$ cat src/rtl/rst_seq_ctrl_if.sv
// Signal bundle between the reset controller and its surroundings.
// The master drives the request inputs; the slave drives the resets and the cause.
interface rst_seq_ctrl_if #(
  parameter int NUM_SRC = 1,
  parameter int NUM_OUT = 2
);
  logic                 i_btn_n;
  logic [NUM_SRC-1:0]   i_src_req;
  logic                 i_wdt_kick;
  logic [NUM_OUT-1:0]   o_rst_n;
  logic                 o_busy;
  logic [NUM_SRC+2:0]   o_cause;

  modport master (
    output i_btn_n, i_src_req, i_wdt_kick,
    input  o_rst_n, o_busy, o_cause
  );

  modport slave (
    input  i_btn_n, i_src_req, i_wdt_kick,
    output o_rst_n, o_busy, o_cause
  );
endinterface

$ cat src/rtl/rst_seq_ctrl.sv
// System reset sequencer: power-on, debounced button and request merge.
// Optional watchdog request is built only when WDT_EN is defined.
module rst_seq_ctrl #(
  parameter int NUM_SRC    = 1,
  parameter int NUM_OUT    = 2,
  parameter int PO_WIDTH   = 1000,
  parameter int DEB_CYCLES = 100000,
  parameter int STRETCH    = 16,
  parameter int STAGGER    = 8,
  parameter int WDT_CYCLES = 50000000
) (
  input logic           i_clk,
  input logic           i_rst,
  rst_seq_ctrl_if.slave bus
);
  localparam int CW = NUM_SRC + 3;
  localparam int REL_LAST =
    (NUM_OUT > 1) ? (NUM_OUT - 1) * STAGGER - 1 : 0;
  localparam int PW = (PO_WIDTH < 1) ? 1 : $clog2(PO_WIDTH + 1);
  localparam int DW = (DEB_CYCLES < 1) ? 1 : $clog2(DEB_CYCLES + 1);
  localparam int SW = (STRETCH < 1) ? 1 : $clog2(STRETCH + 1);
  localparam int RW = (REL_LAST < 1) ? 1 : $clog2(REL_LAST + 1);

  typedef enum logic [1:0] {
    POR, HOLD, RELEASE, RUN
  } state_e;

  state_e          state_q, state_d;
  logic [PW-1:0]   por_q, por_d;
  logic [SW-1:0]   str_q, str_d;
  logic [RW-1:0]   rel_q, rel_d;
  logic [1:0]      sync_q;
  logic            deb_q, deb_d;
  logic [DW-1:0]   dcnt_q, dcnt_d;
  logic [CW-1:0]   cause_q, cause_d;
  logic [CW-1:0]   req_bits;
  logic            req;
  logic            wdt_to;
  logic [NUM_OUT-1:0] rst_n;

`ifdef WDT_EN
  localparam int WW = (WDT_CYCLES < 1) ? 1 : $clog2(WDT_CYCLES + 1);
  logic [WW-1:0] wdt_q, wdt_d;

  always_comb begin
    wdt_d = wdt_q;
    if (state_q != RUN || bus.i_wdt_kick) wdt_d = '0;
    else if (wdt_q != WW'(WDT_CYCLES)) wdt_d = wdt_q + WW'(1);
  end

  always_ff @(posedge i_clk) begin
    if (i_rst) wdt_q <= '0;
    else       wdt_q <= wdt_d;
  end

  assign wdt_to = (state_q == RUN) && (wdt_q == WW'(WDT_CYCLES));
`else
  localparam int unused_wdt_cycles = WDT_CYCLES;
  wire unused_kick = bus.i_wdt_kick;
  assign wdt_to = 1'b0;
`endif

  assign req_bits = {wdt_to, bus.i_src_req, ~deb_q, 1'b0};
  assign req      = |req_bits;

  // Debounced level flips only after an unbroken run of disagreement.
  always_comb begin
    deb_d  = deb_q;
    dcnt_d = '0;
    if (sync_q[1] != deb_q) begin
      if (dcnt_q == DW'(DEB_CYCLES - 1)) deb_d = ~deb_q;
      else dcnt_d = dcnt_q + DW'(1);
    end
  end

  always_ff @(posedge i_clk) begin
    if (i_rst) state_q <= POR;
    else       state_q <= state_d;
  end

  always_comb begin
    state_d = state_q;
    unique case (state_q)
      POR:
        if (por_q == PW'(PO_WIDTH - 1)) state_d = HOLD;
      HOLD:
        if (!req && str_q == SW'(STRETCH)) state_d = RELEASE;
      RELEASE:
        if (req) state_d = HOLD;
        else if (rel_q == RW'(REL_LAST)) state_d = RUN;
      RUN:
        if (req) state_d = HOLD;
      default: state_d = POR;
    endcase
  end

  always_comb begin
    por_d = por_q;
    if (state_q == POR && por_q != PW'(PO_WIDTH))
      por_d = por_q + PW'(1);

    str_d = '0;
    if (state_q == HOLD && !req)
      str_d = (str_q == SW'(STRETCH)) ? str_q : str_q + SW'(1);

    rel_d = '0;
    if (state_q == RELEASE && rel_q != RW'(REL_LAST))
      rel_d = rel_q + RW'(1);

    // A new request after release restarts the cause record.
    cause_d = cause_q | req_bits;
    if (state_q == RELEASE || state_q == RUN)
      cause_d = req ? req_bits : cause_q;
  end

  always_ff @(posedge i_clk) begin
    if (i_rst) begin
      por_q   <= '0;
      str_q   <= '0;
      rel_q   <= '0;
      sync_q  <= 2'b11;
      deb_q   <= 1'b1;
      dcnt_q  <= '0;
      cause_q <= CW'(1);
    end else begin
      por_q   <= por_d;
      str_q   <= str_d;
      rel_q   <= rel_d;
      sync_q  <= {sync_q[0], bus.i_btn_n};
      deb_q   <= deb_d;
      dcnt_q  <= dcnt_d;
      cause_q <= cause_d;
    end
  end

  always_comb begin
    rst_n = '0;
    for (int k = 0; k < NUM_OUT; k++)
      rst_n[k] = (state_q == RUN) ||
                 (state_q == RELEASE && int'(rel_q) >= k * STAGGER);
  end

  assign bus.o_rst_n = rst_n;
  assign bus.o_busy  = (state_q != RUN);
  assign bus.o_cause = cause_q;
endmodule

$ cat src/flat_wrapper.sv
// flat-port wrapper written by rule: the top's interface ports become plain ports
module rst_seq_ctrl_flat 
#(
  parameter int NUM_SRC    = 1,
  parameter int NUM_OUT    = 2,
  parameter int PO_WIDTH   = 1000,
  parameter int DEB_CYCLES = 100000,
  parameter int STRETCH    = 16,
  parameter int STAGGER    = 8,
  parameter int WDT_CYCLES = 50000000
)
  (i_clk, i_rst, bus_i_btn_n, bus_i_src_req, bus_i_wdt_kick, bus_o_rst_n, bus_o_busy, bus_o_cause);
  rst_seq_ctrl_if #(.NUM_SRC(NUM_SRC), .NUM_OUT(NUM_OUT)) bus_i ();
  input logic i_clk;
  input logic i_rst;
  input wire logic [$bits(bus_i.i_btn_n)-1:0] bus_i_btn_n;
  input wire logic [$bits(bus_i.i_src_req)-1:0] bus_i_src_req;
  input wire logic [$bits(bus_i.i_wdt_kick)-1:0] bus_i_wdt_kick;
  output wire logic [$bits(bus_i.o_rst_n)-1:0] bus_o_rst_n;
  output wire logic [$bits(bus_i.o_busy)-1:0] bus_o_busy;
  output wire logic [$bits(bus_i.o_cause)-1:0] bus_o_cause;
  assign bus_i.i_btn_n = bus_i_btn_n;
  assign bus_i.i_src_req = bus_i_src_req;
  assign bus_i.i_wdt_kick = bus_i_wdt_kick;
  assign bus_o_rst_n = bus_i.o_rst_n;
  assign bus_o_busy = bus_i.o_busy;
  assign bus_o_cause = bus_i.o_cause;
  rst_seq_ctrl #(.NUM_SRC(NUM_SRC), .NUM_OUT(NUM_OUT), .PO_WIDTH(PO_WIDTH), .DEB_CYCLES(DEB_CYCLES), .STRETCH(STRETCH), .STAGGER(STAGGER), .WDT_CYCLES(WDT_CYCLES)) u_core (.i_clk(i_clk), .i_rst(i_rst), .bus(bus_i));
endmodule
$ cat config.mk
export PLATFORM = sky130hd
export DESIGN_NAME = rst_seq_ctrl_flat
export DESIGN_NICKNAME = d
export VERILOG_FILES = /design/src/rtl/rst_seq_ctrl_if.sv /design/src/rtl/rst_seq_ctrl.sv /design/src/flat_wrapper.sv
export SDC_FILE = /design/constraint.sdc
export NUM_CORES = 1
export LEC_CHECK = 0
export CORE_MARGIN = 3
export CORE_UTILIZATION = 58
export DETAILED_ROUTE_END_ITERATION = 10
export PLACE_DENSITY = 0.81
export SLEW_MARGIN = 40
export SYNTH_ARGS = -nofsm -noshare
export SYNTH_HDL_FRONTEND = slang
export SYNTH_SLANG_ARGS = --single-unit
$ cat constraint.sdc
create_clock -name i_clk -period 2.5 [get_ports i_clk]
set_input_delay 0.75 -clock i_clk [delete_from_list [all_inputs] [get_ports i_clk]]
set_output_delay 0.75 -clock i_clk [all_outputs]
set_load 0.03 [all_outputs]
# Yosys cells after proc, flatten, opt, wreduce, memory -nomap -nowiden
# Index checks and enable logic that the tools add are counted.
[op_classes]
add_sub_neg = 4
eq_ne = 16
n_mux = 8
n_bitwise = 5
reduce_logical = 13
[op_table]
columns = ["operator", "count"]
rows = [
  ["adder 17 x 1 -> 17 bit (second input constant)", 1],
  ["equality test 17 bit (second input constant)", 1],
  ["adder 10 x 1 -> 10 bit (second input constant)", 1],
  ["equality test 10 bit (second input constant)", 1],
  ["two-way mux 2 bit", 5],
  ["inequality test 10 bit (second input constant)", 1],
  ["two-way mux 4 bit", 2],
  ["inequality test 2 x 1 -> 1 bit (second input constant)", 4],
  ["case mux 2 bit (4 select lines)", 1],
  ["OR reduction 2 bit", 3],
  ["adder 5 x 1 -> 5 bit (second input constant)", 1],
  ["equality test 5 bit (second input constant)", 1],
  ["equality test 2 bit (second input constant)", 2],
  ["logical AND 1 bit", 4],
  ["inverter 1 bit", 4],
  ["OR 4 x 3 -> 4 bit", 1],
  ["AND reduction 4 bit", 1],
  ["adder 3 x 1 -> 3 bit (second input constant)", 1],
  ["equality test 3 bit (second input constant)", 1],
  ["inequality test 3 x 1 -> 1 bit (second input constant)", 1],
  ["inequality test 3 bit (second input constant)", 1],
  ["OR reduction 3 bit", 1],
  ["equality test 2 x 1 -> 1 bit (second input constant)", 1],
  ["zero test 2 bit", 1],
  ["5 further kinds", 5],
]
[totals]
ff_bits = 44
inputBits = 5
output_inout_bits = 7
wordCells = 54

# Longest topological paths before layout
[depth]
depth_word = 6
depth_mapped = 7
ltp_nobuf = 6

# Least setup slack after synthesis
# No wires, ideal clock.
[synth_timing]
path_kind = "register to register"
from = "register u_core.dcnt_q[0]"
to = "register u_core.dcnt_q[5]"
setup_time_ns = 0.115
t_arrival_ns = 2.011
required_ns = 2.385
slack_ns = 0.375
path_stages_with_launch = 8
n_path_buf = 2
period_less_slack_ns = 2.125
path_cell_list = "dfxtp_1 > ha_1 > buf_2 > or4b_1 > or4_4 > o21ai_4 > buf_6 > nor2_1"
[synth_via]
elab_chain_cells = 2
word_cells_on_any_way = 3
classes_between = "add/sub: 1; eq/ne: 1; reduce/logical: 1"
[synth_rtl]
columns = ["item", "line", "text"]
rows = [
  ["from (decl)", "rst_seq_ctrl.sv:34", "logic [DW-1:0] dcnt_q, dcnt_d;"],
  ["from (signal assigned)", "rst_seq_ctrl.sv:131", "dcnt_q <= dcnt_d;"],
  ["parallel branches: the longest is 2 deep, another holds adder 17 x 1 -> 17 bit", "-", ""],
]
# Parallel ways; which one is timed is not known.
# A chain may end at the register's enable or synchronous reset.

# Final worst setup path
[layout_timing]
from = "register u_core.state_q[0]"
to = "output port bus_o_rst_n[1]"
[layout_via]
elab_chain_cells = 1
[layout_rtl]
columns = ["item", "line", "text"]
rows = [
  ["from (decl)", "rst_seq_ctrl.sv:28", "state_e state_q, state_d;"],
  ["from (signal assigned)", "rst_seq_ctrl.sv:78", "else state_q <= state_d;"],
  ["equality test 2 bit", "rst_seq_ctrl.sv:139", "rst_n[k] = (state_q == RUN) ||"],
  ["to (decl)", "flat_wrapper.sv:19", "output wire logic [$bits(bus_i.o_rst_n)-1:0] bus_o_rst_n;"],
]
# No other way between the ends.

==> run summary <==
status -> finished, final reports clean
GP Congestion -> 0.775
Worst EP arrival -> 1.67 ns
post-route insts no fill -> 281
setup TNS -> 0 ns
Bufs on Longest Clock Path -> 2
Power Total -> 1.27 mW
Port Buf Inserts -> 9
layout cell share with drive strength beyond 1 -> 9.70%
1st-iter DRT viols -> 61
CP max stage cell -> clkdlybuf4s50_1
Synth cell types -> 43
Finished Cell Area -> 2250 sq um
slew at the pin closest to its max-slew limit -> 0.662 ns
fraction of the mapped netlist area in simple logic gates -> 23.9%
WP buf/inv -> 1
Initial Util -> 63.1%
sw power -> 0.286 mW
Post-synth EDFFs -> 0
Leakage -> 0.829 nW
Comb power frac -> 7.2%
Ports -> 12
placed cell area -> 2160 sq um
Synthesized Nets -> 238
first-pass GRT wire length -> 5980 microns
Synth Cell Area -> 2010 sq um
CP Max Fanout -> 5
Clock Power Share -> 36.2%
largest family of logic cells by synthesized area -> simple AND/OR/NAND/NOR gates
Final #Nets -> 253
Pins Over Slew Limit -> 0
DRC viols -> 0
Synth Area in Compound Gates -> 10.4%
synthesized area per cell -> 9.08 sq um
Overflow after GRT -> 0
critical path cell sequence -> ha_1, clkdlybuf4s50_1
crit path time final -> 2.42 ns
clk slew on worst S/H paths -> 0.13 ns
Pwr Density -> 563 nW/um^2
hpwl dp -> 2390 microns
top-count cell post-synth -> dfxtp_1
CP Launch Type -> register
Die Y -> 64.8 microns
Post-synth ARST share -> 0%
Hold Crit Class -> register to register
Die ar. -> 4200 sq um
Synth Area in Adders -> 7.49%
Mapped Cells -> 221
Fmax -> 414 MHz
Initial DRT Pass Iterations -> 4
Pint -> 0.980 mW
Max VDD drop -> 0.397 mV
H-tree depth -> 2
Yosys top cell area share -> 42.9%
slowest stage delay, CP -> 0.69 ns
RSZ-0062 raised after global routing -> no
CTS Hold Bufs -> 0
number of CTS-inserted buffers -> 5
# Max-Cap Violations -> 0
Synth Flop Type -> dfxtp_1
Worst Path Required -> 1.75 ns
RR Startpoint -> u_core.dcnt_q[0]
via count -> 1520
dominant cell type by area after synthesis -> dfxtp_1
CTS tree -> done
Ant. Diodes -> 0
WHS -> 0.427 ns
cell family with most CP delay -> buffers and inverters
post-cts sizing count -> 1
die width -> 64.8 microns
clk_skew -> 0.0126 ns
Setup Viol. Count Final -> 0
Sink Count -> 43
Clock Latency Late Sink -> 0.36 ns
Period Utilization, post-route -> 96.6%
hold_sp -> u_core.sync_q[0]
synth warn -> 0
mux cell area share after synthesis -> 0.998%
WL final -> 3370 microns
vias per inst -> 5.41
initial antenna violation count -> 0
Antenna Nets Post-Route -> 0
Slew HR -> 55.3%
Core Rows -> 20
register area share after synthesis -> 42.9%
synth top area cells -> dfxtp_1 (43%), ha_1 (7.5%), xor2_1 (6.1%), nor2_1 (4.9%), xnor2_1 (3.5%)
placed cell count -> 273
Seq pwr share -> 56.6%
sw frac -> 22.6%
Hold Vio Cnt, Final -> 0
critical path class -> register to primary output
Hold Path Stages -> 1
Setup WS pre-CTS -> 0.198 ns
xor and xnor area share after synthesis -> 9.61%
postcts setup bufs -> 0
R2R depth -> 6
core area -> 3180 sq um
CTS Root Buffer Type -> clkbuf_4
top cells by count, synth -> dfxtp_1 (43), nor2_1 (26), inv_1 (14), xor2_1 (14), ha_1 (12)
fin util -> 70.7%
CP endpoint kind -> primary output
DR WL/cell -> 12.0 microns
crit path launch -> u_core.state_q[0]
vias in the first global route -> 1430
CP Depth -> 2
final setup margin -> 0.0842 ns
post-synthesis register bit count -> 43
Total GRT Usage -> 18.0%
largest net degree at the start of global routing -> 14
synth-to-layout area growth -> 12.1%
[final cells by class]
class / instances / area, sq um
Clock buffer: 6 / 51.3
Tap cell: 44 / 55.1
Inverter: 14 / 52.6
Timing Repair Buffer: 15 / 136
Fill cell: 254 / 930
Clock inverter: 2 / 35.0
Sequential cell: 43 / 862
Multi-Input combinational cell: 157 / 1060
[power groups by stage]
stage | clock network, mW | logic (mW) | registers (mW)
2_1_floorplan | 0 | 0.0689 | 0.731
3_3_place_gp | 0 | 0.0895 | 0.731
3_5_place_dp | 0 | 0.0917 | 0.732
4_1_cts | 0.467 | 0.0922 | 0.716
5_1_grt | 0.489 | 0.105 | 0.719
6_report | 0.458 | 0.0915 | 0.716
[kinds of logic (layout without fill, tap and decap cells)]
family                     count (synthesis)  count (layout)
AOI/OAI and AO/OA                         31              31
xor gates and xnor gates                  22              22
adders and majority gates                 12              12
buffers and inverters                     21              37
DFF                                       43              43
muxes                                      2               2
other                                      1               1
and+or+nand+nor                           89              89
[placed cells by master (no fill, tap or decap), types with 2 or more instances in the layout]
cell type,instances
dfxtp_1,42
nor2_1,25
inv_1,14
xor2_1,14
ha_1,12
nand2_1,11
nand3_1,10
o21ai_0,9
a21oi_1,9
nand4_1,8
xnor2_1,8
clkdlybuf4s50_1,7
buf_4,6
nor3_1,5
clkbuf_4,5
and4_1,4
and3_1,4
nor2b_1,3
or3_1,3
o31ai_1,3
or4_1,3
or2_2,3
o311ai_0,2
mux2i_1,2
and2_1,2
[flip-flops by register name, summed over array words and instances, names as in the netlist]
register / cells
u_core.bus.o_cause: 3
u_core.dcnt_q: 17
u_core.deb_q: 1
u_core.por_q: 10
u_core.rel_q: 3
u_core.state_q: 2
u_core.str_q: 5
u_core.sync_q: 2
[worst paths after layout]
path | to | slack, ns
max | bus_o_rst_n[1] | 0.08
min | u_core.sync_q[1] | 0.43
max reg2reg | u_core.dcnt_q[8] | 0.34
min reg2reg | u_core.sync_q[1] | 0.43
[per-layer routing]
metal | global-route usage, % | routed length, microns
met5 | 0 | 0
met4 | 9.23 | 69
met3 | 4.85 | 144
met2 | 28.9 | 1560
met1 | 22.1 | 1590
(Power assumes the default switching activity.)
